<file path="src/rtl/clock_pkg.sv">
// Shared encodings and limits for the alarm-clock blocks: mode-FSM states,
// time-set field codes and field range limits.
package clock_pkg;

  // Mode-FSM state encodings (MODE_SET_TIME is the default SET_STATE).
  localparam logic [2:0] MODE_NORMAL    = 3'b000;
  localparam logic [2:0] MODE_SET_ALARM = 3'b001;
  localparam logic [2:0] MODE_SET_TIME  = 3'b010;
  localparam logic [2:0] MODE_ALARM_ON  = 3'b011;

  localparam logic [1:0] FLD_SEC  = 2'd0;
  localparam logic [1:0] FLD_MIN  = 2'd1;
  localparam logic [1:0] FLD_HR   = 2'd2;
  localparam logic [1:0] FLD_IDLE = 2'd3;

  localparam int SEC_MAX  = 59;
  localparam int MIN_MAX  = 59;
  localparam int HR24_MAX = 23;
  localparam int HR12_MAX = 12;

  typedef enum logic [1:0] {
    SEQ_IDLE = 2'd0,
    SEQ_SEC  = 2'd1,
    SEQ_MIN  = 2'd2,
    SEQ_HR   = 2'd3
  } seq_state_e;

endpackage

</file>
<file path="src/rtl/range_clamp.sv">
// Combinational saturating range check: values above i_max (and, optionally,
// zero) are replaced by i_max, and o_over reports that a replacement happened.
module range_clamp #(
  parameter int IN_W = 6
) (
  input  logic [IN_W-1:0] i_value,
  input  logic [IN_W-1:0] i_max,
  input  logic            i_zero_to_max,
  output logic [IN_W-1:0] o_value,
  output logic            o_over
);

  logic w_zero_hit;

  // 12h hours have no zero; a zero entry means "twelve".
  assign w_zero_hit = i_zero_to_max && (i_value == '0);
  assign o_over     = (i_value > i_max) || w_zero_hit;
  assign o_value    = o_over ? i_max : i_value;

endmodule

</file>
<file path="src/rtl/set_time_seq.sv">
// Clocked time-set sequencer: steps seconds, minutes, hours on each next-button
// press, clamps each entry and commits all three fields atomically with a load pulse.
module set_time_seq
  import clock_pkg::*;
#(
  parameter logic [2:0] SET_STATE = MODE_SET_TIME,
  parameter int         IN_W      = 6,
  parameter int         HR_W      = 5,
  parameter bit         MODE_12H  = 1'b0
) (
  input  logic            clk,
  input  logic            rst_n,
  input  logic [2:0]      state,
  input  logic            nxt_but,
  input  logic [IN_W-1:0] in_time,
  output logic [5:0]      seconds,
  output logic [5:0]      minutes,
  output logic [HR_W-1:0] hours,
  output logic [1:0]      field,
  output logic            load,
  output logic            clamped
);

  // Compare wide enough to hold the largest limit even for narrow switch banks.
  localparam int CMP_W = (IN_W > 6) ? IN_W : 6;
  localparam logic [HR_W-1:0] HR_RST = MODE_12H ? HR_W'(HR12_MAX) : '0;

  seq_state_e      r_state;
  logic            r_nxt_q;
  logic [5:0]      r_stg_sec;
  logic [5:0]      r_stg_min;
  logic [5:0]      r_seconds;
  logic [5:0]      r_minutes;
  logic [HR_W-1:0] r_hours;
  logic [1:0]      r_field;
  logic            r_load;
  logic            r_clamped;

  logic             w_press;
  logic             w_abort;
  logic [CMP_W-1:0] w_raw;
  logic [CMP_W-1:0] w_max;
  logic             w_zero_to_max;
  logic [CMP_W-1:0] w_val;
  logic             w_over;

  assign w_press = nxt_but && !r_nxt_q;
  assign w_abort = (state != SET_STATE);
  assign w_raw   = CMP_W'(in_time);

  // NOTE: every signal written in always_comb gets a default first, so no latch is inferred.
  always_comb begin
    w_max         = CMP_W'(SEC_MAX);
    w_zero_to_max = 1'b0;
    case (r_state)
      SEQ_MIN: w_max = CMP_W'(MIN_MAX);
      SEQ_HR: begin
        if (MODE_12H) begin
          w_max         = CMP_W'(HR12_MAX);
          w_zero_to_max = 1'b1;
        end else begin
          w_max = CMP_W'(HR24_MAX);
        end
      end
      default: ;
    endcase
  end

  range_clamp #(
    .IN_W (CMP_W)
  ) u_clamp (
    .i_value       (w_raw),
    .i_max         (w_max),
    .i_zero_to_max (w_zero_to_max),
    .o_value       (w_val),
    .o_over        (w_over)
  );

  // NOTE: sequential state uses non-blocking assignments so every register
  // samples pre-edge values regardless of statement order.
  always_ff @(posedge clk or negedge rst_n) begin
    if (!rst_n) begin
      r_state   <= SEQ_IDLE;
      r_nxt_q   <= 1'b0;
      r_stg_sec <= '0;
      r_stg_min <= '0;
      r_seconds <= '0;
      r_minutes <= '0;
      r_hours   <= HR_RST;
      r_field   <= FLD_IDLE;
      r_load    <= 1'b0;
      r_clamped <= 1'b0;
    end else begin
      r_nxt_q <= nxt_but;
      r_load  <= 1'b0;
      case (r_state)
        SEQ_IDLE: begin
          if (!w_abort) begin
            r_state   <= SEQ_SEC;
            r_field   <= FLD_SEC;
            r_stg_sec <= '0;
            r_stg_min <= '0;
            r_clamped <= 1'b0;
          end
        end
        SEQ_SEC: begin
          if (w_abort) begin
            r_state <= SEQ_IDLE;
            r_field <= FLD_IDLE;
          end else if (w_press) begin
            r_stg_sec <= 6'(w_val);
            r_clamped <= r_clamped || w_over;
            r_state   <= SEQ_MIN;
            r_field   <= FLD_MIN;
          end
        end
        SEQ_MIN: begin
          if (w_abort) begin
            r_state <= SEQ_IDLE;
            r_field <= FLD_IDLE;
          end else if (w_press) begin
            r_stg_min <= 6'(w_val);
            r_clamped <= r_clamped || w_over;
            r_state   <= SEQ_HR;
            r_field   <= FLD_HR;
          end
        end
        SEQ_HR: begin
          if (w_abort) begin
            r_state <= SEQ_IDLE;
            r_field <= FLD_IDLE;
          end else if (w_press) begin
            // Hours go straight from the clamp so all three fields land together.
            r_seconds <= r_stg_sec;
            r_minutes <= r_stg_min;
            r_hours   <= HR_W'(w_val);
            r_clamped <= r_clamped || w_over;
            r_load    <= 1'b1;
            r_state   <= SEQ_IDLE;
            r_field   <= FLD_IDLE;
          end
        end
        default: begin
          r_state <= SEQ_IDLE;
          r_field <= FLD_IDLE;
        end
      endcase
    end
  end

  assign seconds = r_seconds;
  assign minutes = r_minutes;
  assign hours   = r_hours;
  assign field   = r_field;
  assign load    = r_load;
  assign clamped = r_clamped;

endmodule

</file>
<file path="config.mk">
export PLATFORM = sky130hd
export DESIGN_NAME = set_time_seq
export DESIGN_NICKNAME = d
export VERILOG_FILES = /design/src/rtl/clock_pkg.sv /design/src/rtl/range_clamp.sv /design/src/rtl/set_time_seq.sv
export SDC_FILE = /design/constraint.sdc
export NUM_CORES = 1
export LEC_CHECK = 0
export CORE_ASPECT_RATIO = 1.1
export CORE_MARGIN = 3
export CORE_UTILIZATION = 30
export DETAILED_ROUTE_END_ITERATION = 6
export GPL_ROUTABILITY_DRIVEN = 0
export MAX_ROUTING_LAYER = met4
export PLACE_DENSITY_LB_ADDON = 0.15
export SYNTH_ARGS = -nofsm -noshare
export SYNTH_HDL_FRONTEND = slang
export SYNTH_HIERARCHICAL = 1
export SYNTH_SLANG_ARGS = --single-unit
</file>
<file path="constraint.sdc">
create_clock -name clk -period 2.2 [get_ports clk]
set_input_delay 0.33 -clock clk [delete_from_list [all_inputs] [get_ports clk]]
set_output_delay 0.33 -clock clk [all_outputs]
set_load 0.02 [all_outputs]
</file>
---- After elaboration in Yosys (flattened, before gate mapping) ----
Index checks and enable logic that the tools add are counted.
word-level totals
  output and inout bits ................... 21
  word-level logic and storage cells ...... 66
  register bits after elaboration ......... 36
cells by class
  reduce and logical (&&, ||, !) cells .... 12
  muxes and demuxes ....................... 28
  bitwise gates (word level) .............. 1
  equality and inequality tests ........... 14
  order comparisons ....................... 1
operators with widths
  cell                                                                      number
  6-bit two-way mux                                                         5
  2-bit two-way mux                                                         12
  6-bit one-hot mux with 2 select lines                                     2
  2-bit one-hot mux with 4 select lines                                     2
  2-bit inequality test (second input constant)                             6
  4-bit AND reduction                                                       3
  3-bit inequality test (second input constant)                             3
  6-bit greater-than comparator                                             1
  1-bit two-way mux                                                         6
  3-bit AND reduction                                                       2
  2-bit == test (second input constant)                                     2
  2-bit nonzero test                                                        2
  3-bit by 2-bit inequality test with 1-bit output (second input constant)  1
  3-bit OR reduction                                                        1
  2-bit by 1-bit == test with 1-bit output (second input constant)          1
  2-bit zero test                                                           1
  2-bit by 1-bit inequality test with 1-bit output (second input constant)  1
  1-bit one-hot mux with 2 select lines                                     1
  1-bit logical AND                                                         1
  1-bit zero test                                                           1
  1-bit logical OR                                                          1
  1-bit NOT                                                                 1

---- Depth between registers and ports, before layout ----
  word-level depth ........................ 7
  depth in mapped cells ................... 12

---- Modules after synthesis ----
The synthesis kept the hierarchy.
modules (own cells, without submodules)
  module        area each (µm²)  seq. area each (µm²)  cells each  instances
  set_time_seq  1646.6           903.4                 138         1
  range_clamp   367.9            0.0                   53          1

---- Least setup slack after synthesis ----
Ideal clock, no wire load.
  kind .................................... register to register
  start ................................... reg r_state[1]
  end ..................................... reg r_hours[3], in the netlist hours[3]
  stages on the path, launching flop included .. 10
  path buffers ............................ 1
  data required time ...................... 2.075 ns
  setup slack ............................. -0.108 ns
  arrival ................................. 2.183 ns
  library setup time ...................... 0.125 ns
  cell sequence ........................... dfrtp_1 clkbuf_8 nand2_1 inv_1 ha_1 and2_1 and2_1 nor4_2 o22ai_1 mux2_4
on the way
  cells in the longest elaborated chain, start to end .. 4
  elaborated cells between the ends (all ways) .. 5
  classes of those cells .................. 1 x order compare; 1 x eq/ne; 2 x mux; 1 x reduce/logical
ends and longest elaborated chain
  what                           RTL line             RTL
  start, declared                set_time_seq.sv:28   seq_state_e r_state;
  start signal, assigned         set_time_seq.sv:83   r_state <= SEQ_IDLE;
  start signal, assigned         set_time_seq.sv:99   r_state <= SEQ_SEC;
  start signal, assigned         set_time_seq.sv:108  r_state <= SEQ_IDLE;
  2-bit == test *                set_time_seq.sv:55   case (r_state)
  6-bit two-way mux *            set_time_seq.sv:55
  net w_max[3]                   set_time_seq.sv:42   logic [CMP_W-1:0] w_max;
  6-bit greater-than comparator  range_clamp.sv:17    assign o_over = (i_value > i_max) || w_zero_hit;
  6-bit two-way mux *            range_clamp.sv:18    assign o_value = o_over ? i_max : i_value;
  net w_val[3]                   set_time_seq.sv:44   logic [CMP_W-1:0] w_val;
  end signal, assigned           set_time_seq.sv:136  r_hours <= HR_W'(w_val);
  end, declared                  set_time_seq.sv:34   logic [HR_W-1:0] r_hours;
The timed path passes the listed nets; every way through them passes the cells marked *.
A chain may end at the register's enable or synchronous reset.

---- Final worst setup path ----
  start ................................... reg r_state[0]
  end ..................................... reg r_hours[3], in the netlist hours[3]
Same word-level chain as after synthesis.

==> flow_summary.json <==
{
  "setup_slack_ns": 0.0947,
  "detail-route-antenna-nets": 0,
  "antenna_cells": 0,
  "cp_slowest_stage_delay_ns": 0.39,
  "drtIter0Drc": 65,
  "port_buffers": 32,
  "die_x_microns": 84.1,
  "power.density_nw_per_um2": 546,
  "crit_required_ns": 2.38,
  "seq_area_sq_um": 903,
  "grt_pass1_wl_mm": 7.51,
  "crit_path_top_delay_cell": "dfrtp_1",
  "antenna_found_initial": 0,
  "drive_gt1_frac": 0.299,
  "multiInputGateArea_sq_um": 1120,
  "clk_latency_ns": 0.29,
  "final_common_cell": "dfrtp_1",
  "viasPerCell": 4.98,
  "area_delta_synth_final_pct": 37.8,
  "routedWlPerCell_microns": 14.2,
  "timing.fmax_ghz": 0.475,
  "final_cell_mix": "34 x dfrtp_1, 32 x clkdlybuf4s50_1, 26 x nand3_1, 23 x buf_4, 18 x nand2_1",
  "ys.flop_type": "dfrtp_1",
  "drcViolationCount": 0,
  "overflow": 0,
  "run_status": "finished, final reports clean",
  "crit_fanout": 4,
  "wl_met1_mm": 2.12,
  "drtPass1Iterations": 4,
  "fin_nets": 268,
  "period_share": 0.957,
  "fin_skew_ns": 0.00477,
  "cts_tree": "done",
  "crit_type": "reg -> reg",
  "fill_cells": 591,
  "syn_area_per_cell_sq_um": 10.5,
  "final_max_slew_viol_count": 0,
  "postCtsHoldBufs": 0,
  "synth.distinct_cells": 41,
  "drt_wl_total_mm": 4.71,
  "synth_edf_count": 0,
  "grt_usage": 0.126,
  "synthArstFlopShare": 1.00,
  "clockRootBuffer": "clkbuf_8",
  "crit_chain": "nand2_2 > inv_2 > inv_1 > ha_4 > and4_4 > o21a_4 > nor4_4 > o22ai_2 > mux2_4",
  "worstMarginPinSlew_ns": 0.533,
  "routed.top_layer": "met4",
  "ys_seq_area_frac": 0.448,
  "worst-path-buf-inv": 2,
  "start_kind": "register",
  "die_area_sq_um": 7740,
  "clkTransAtPathRegs_ns": 0.08,
  "maxCapViolations": 0,
  "peakVddDrop_mv": 0.235,
  "wl_met2_mm": 2.33,
  "endpoint_kind": "register",
  "ys_ff_latch": 36,
  "grt_start_max_net_pins": 37,
  "arrival_ns": 2.29,
  "synthesis.area_sq_um": 2010,
  "h-tree-depth": 2,
  "synth_cells": 191,
  "crit_family": "simple AND/OR/NAND/NOR gates",
  "vias": 1650,
  "dr_wl_met3_microns": 164,
  "post-place-ws_ns": -0.384,
  "hp-class": "in -> async",
  "setup_viol": 0,
  "clock_path_buffers": 2,
  "p_total_w": 0.00152,
  "min_period_ns": 2.11,
  "slew_headroom": 0.642,
  "ys_warn_count": 6,
  "finalHoldViolCount": 0,
  "dieHeight_microns": 91.9,
  "io_pins": 33,
  "grt_pass1_vias": 1501,
  "clock-sinks": 36,
  "cts_buffers": 5,
  "std_cell_rows": 30,
  "p_leak_nw": 1.22,
  "place_hpwl_mm": 3.38,
  "core_area_sq_um": 6340,
  "start_util": 0.318
}
==> per-stage QoR <==
stage | cells | cell area, sq um | TNS, ns | hold WS [ns] | util
after floorplan | 198 | 2050 | 0 | 0.0344 | -
after global placement | 320 | 2550 | -3.44 | 0.494 | 0.402
after detailed placement | 320 | 2550 | -3.78 | 0.484 | 0.402
after CTS | 328 | 2680 | 0 | 0.479 | 0.423
after global routing | 331 | 2780 | -0.0471 | 0.510 | 0.438
final | 331 | 2780 | 0 | 0.456 | 0.438
==> report_power, final <==
part | total (W) | switching, W | internal [W]
logic | 0.000230 | 0.000124 | 0.000106
clock network | 0.000583 | 0.000247 | 0.000335
registers | 0.000704 | 0.0000157 | 0.000688
total | 0.00152 | 0.000387 | 0.00113
==> cell type report <==
class	instances	area share
clock inverter	3	0.0153
inverter	8	0.0108
tap	80	0.0361
multi-input combinational	143	0.403
timing repair buffer	56	0.185
clock buffer	5	0.0248
sequential	36	0.325
==> state kept, by name, indices dropped and copies added, names as in the netlist <==
signal / cells
seconds: 6
field: 2
load: 1
clamped: 1
hours: 5
r_stg_sec: 6
r_state: 2
r_nxt_q: 1
minutes: 6
r_stg_min: 6
==> cell usage after synthesis (4+ instances only) <==
cell type,n,share of area
dfrtp_1,34,0.42
o211ai_1,13,0.048
o21ai_0,5,0.012
inv_1,8,0.015
ha_1,6,0.037
o22ai_1,4,0.012
nor3_1,5,0.012
mux2_2,8,0.045
nand2_1,19,0.035
clkbuf_1,5,0.0093
nand3_1,28,0.070
nor2_1,4,0.0075
mux2_4,9,0.067
==> per-layer routing <==
layer  GRT usage  vias up
li1            -      812
met1       0.157      797
met2       0.197       33
met5           -        -
met4      0.0483        0
met3      0.0314        8
==> timing repair <==
item | CTS | global route
setup buffers | 0 | 3
resized for setup | 5 | 16
endpoints found under the setup margin | 5 | 17
pin swaps | 2 | 5
cloned | 0 | 0
==> cells by family after synthesis <==
| group | share of synthesized area |
|---|---|
| AO/OA/AOI/OAI | 0.122 |
| flip-flops | 0.448 |
| AND/OR/NAND/NOR | 0.212 |
| multiplexers | 0.112 |
| XOR/XNOR | 0.00435 |
| adder cells (fa/ha/maj) | 0.0373 |
| buffers and inverters | 0.0596 |
| other | 0.00373 |
==> worst paths after layout <==
kind                                 start         end  slack, ns  cells after the start
worst min register to register     clamped     clamped       0.50                      1
min in group clk                   clamped     clamped       0.50                      1
worst max-delay path            r_state[0]    hours[3]       0.09                      9
max in group asynchronous            rst_n    field[1]       1.39                      2
worst max register to register  r_state[0]    hours[3]       0.09                      9
worst min-delay path                 rst_n  minutes[3]       0.46                      2
Note: power is estimated with default switching activity, not from simulation.
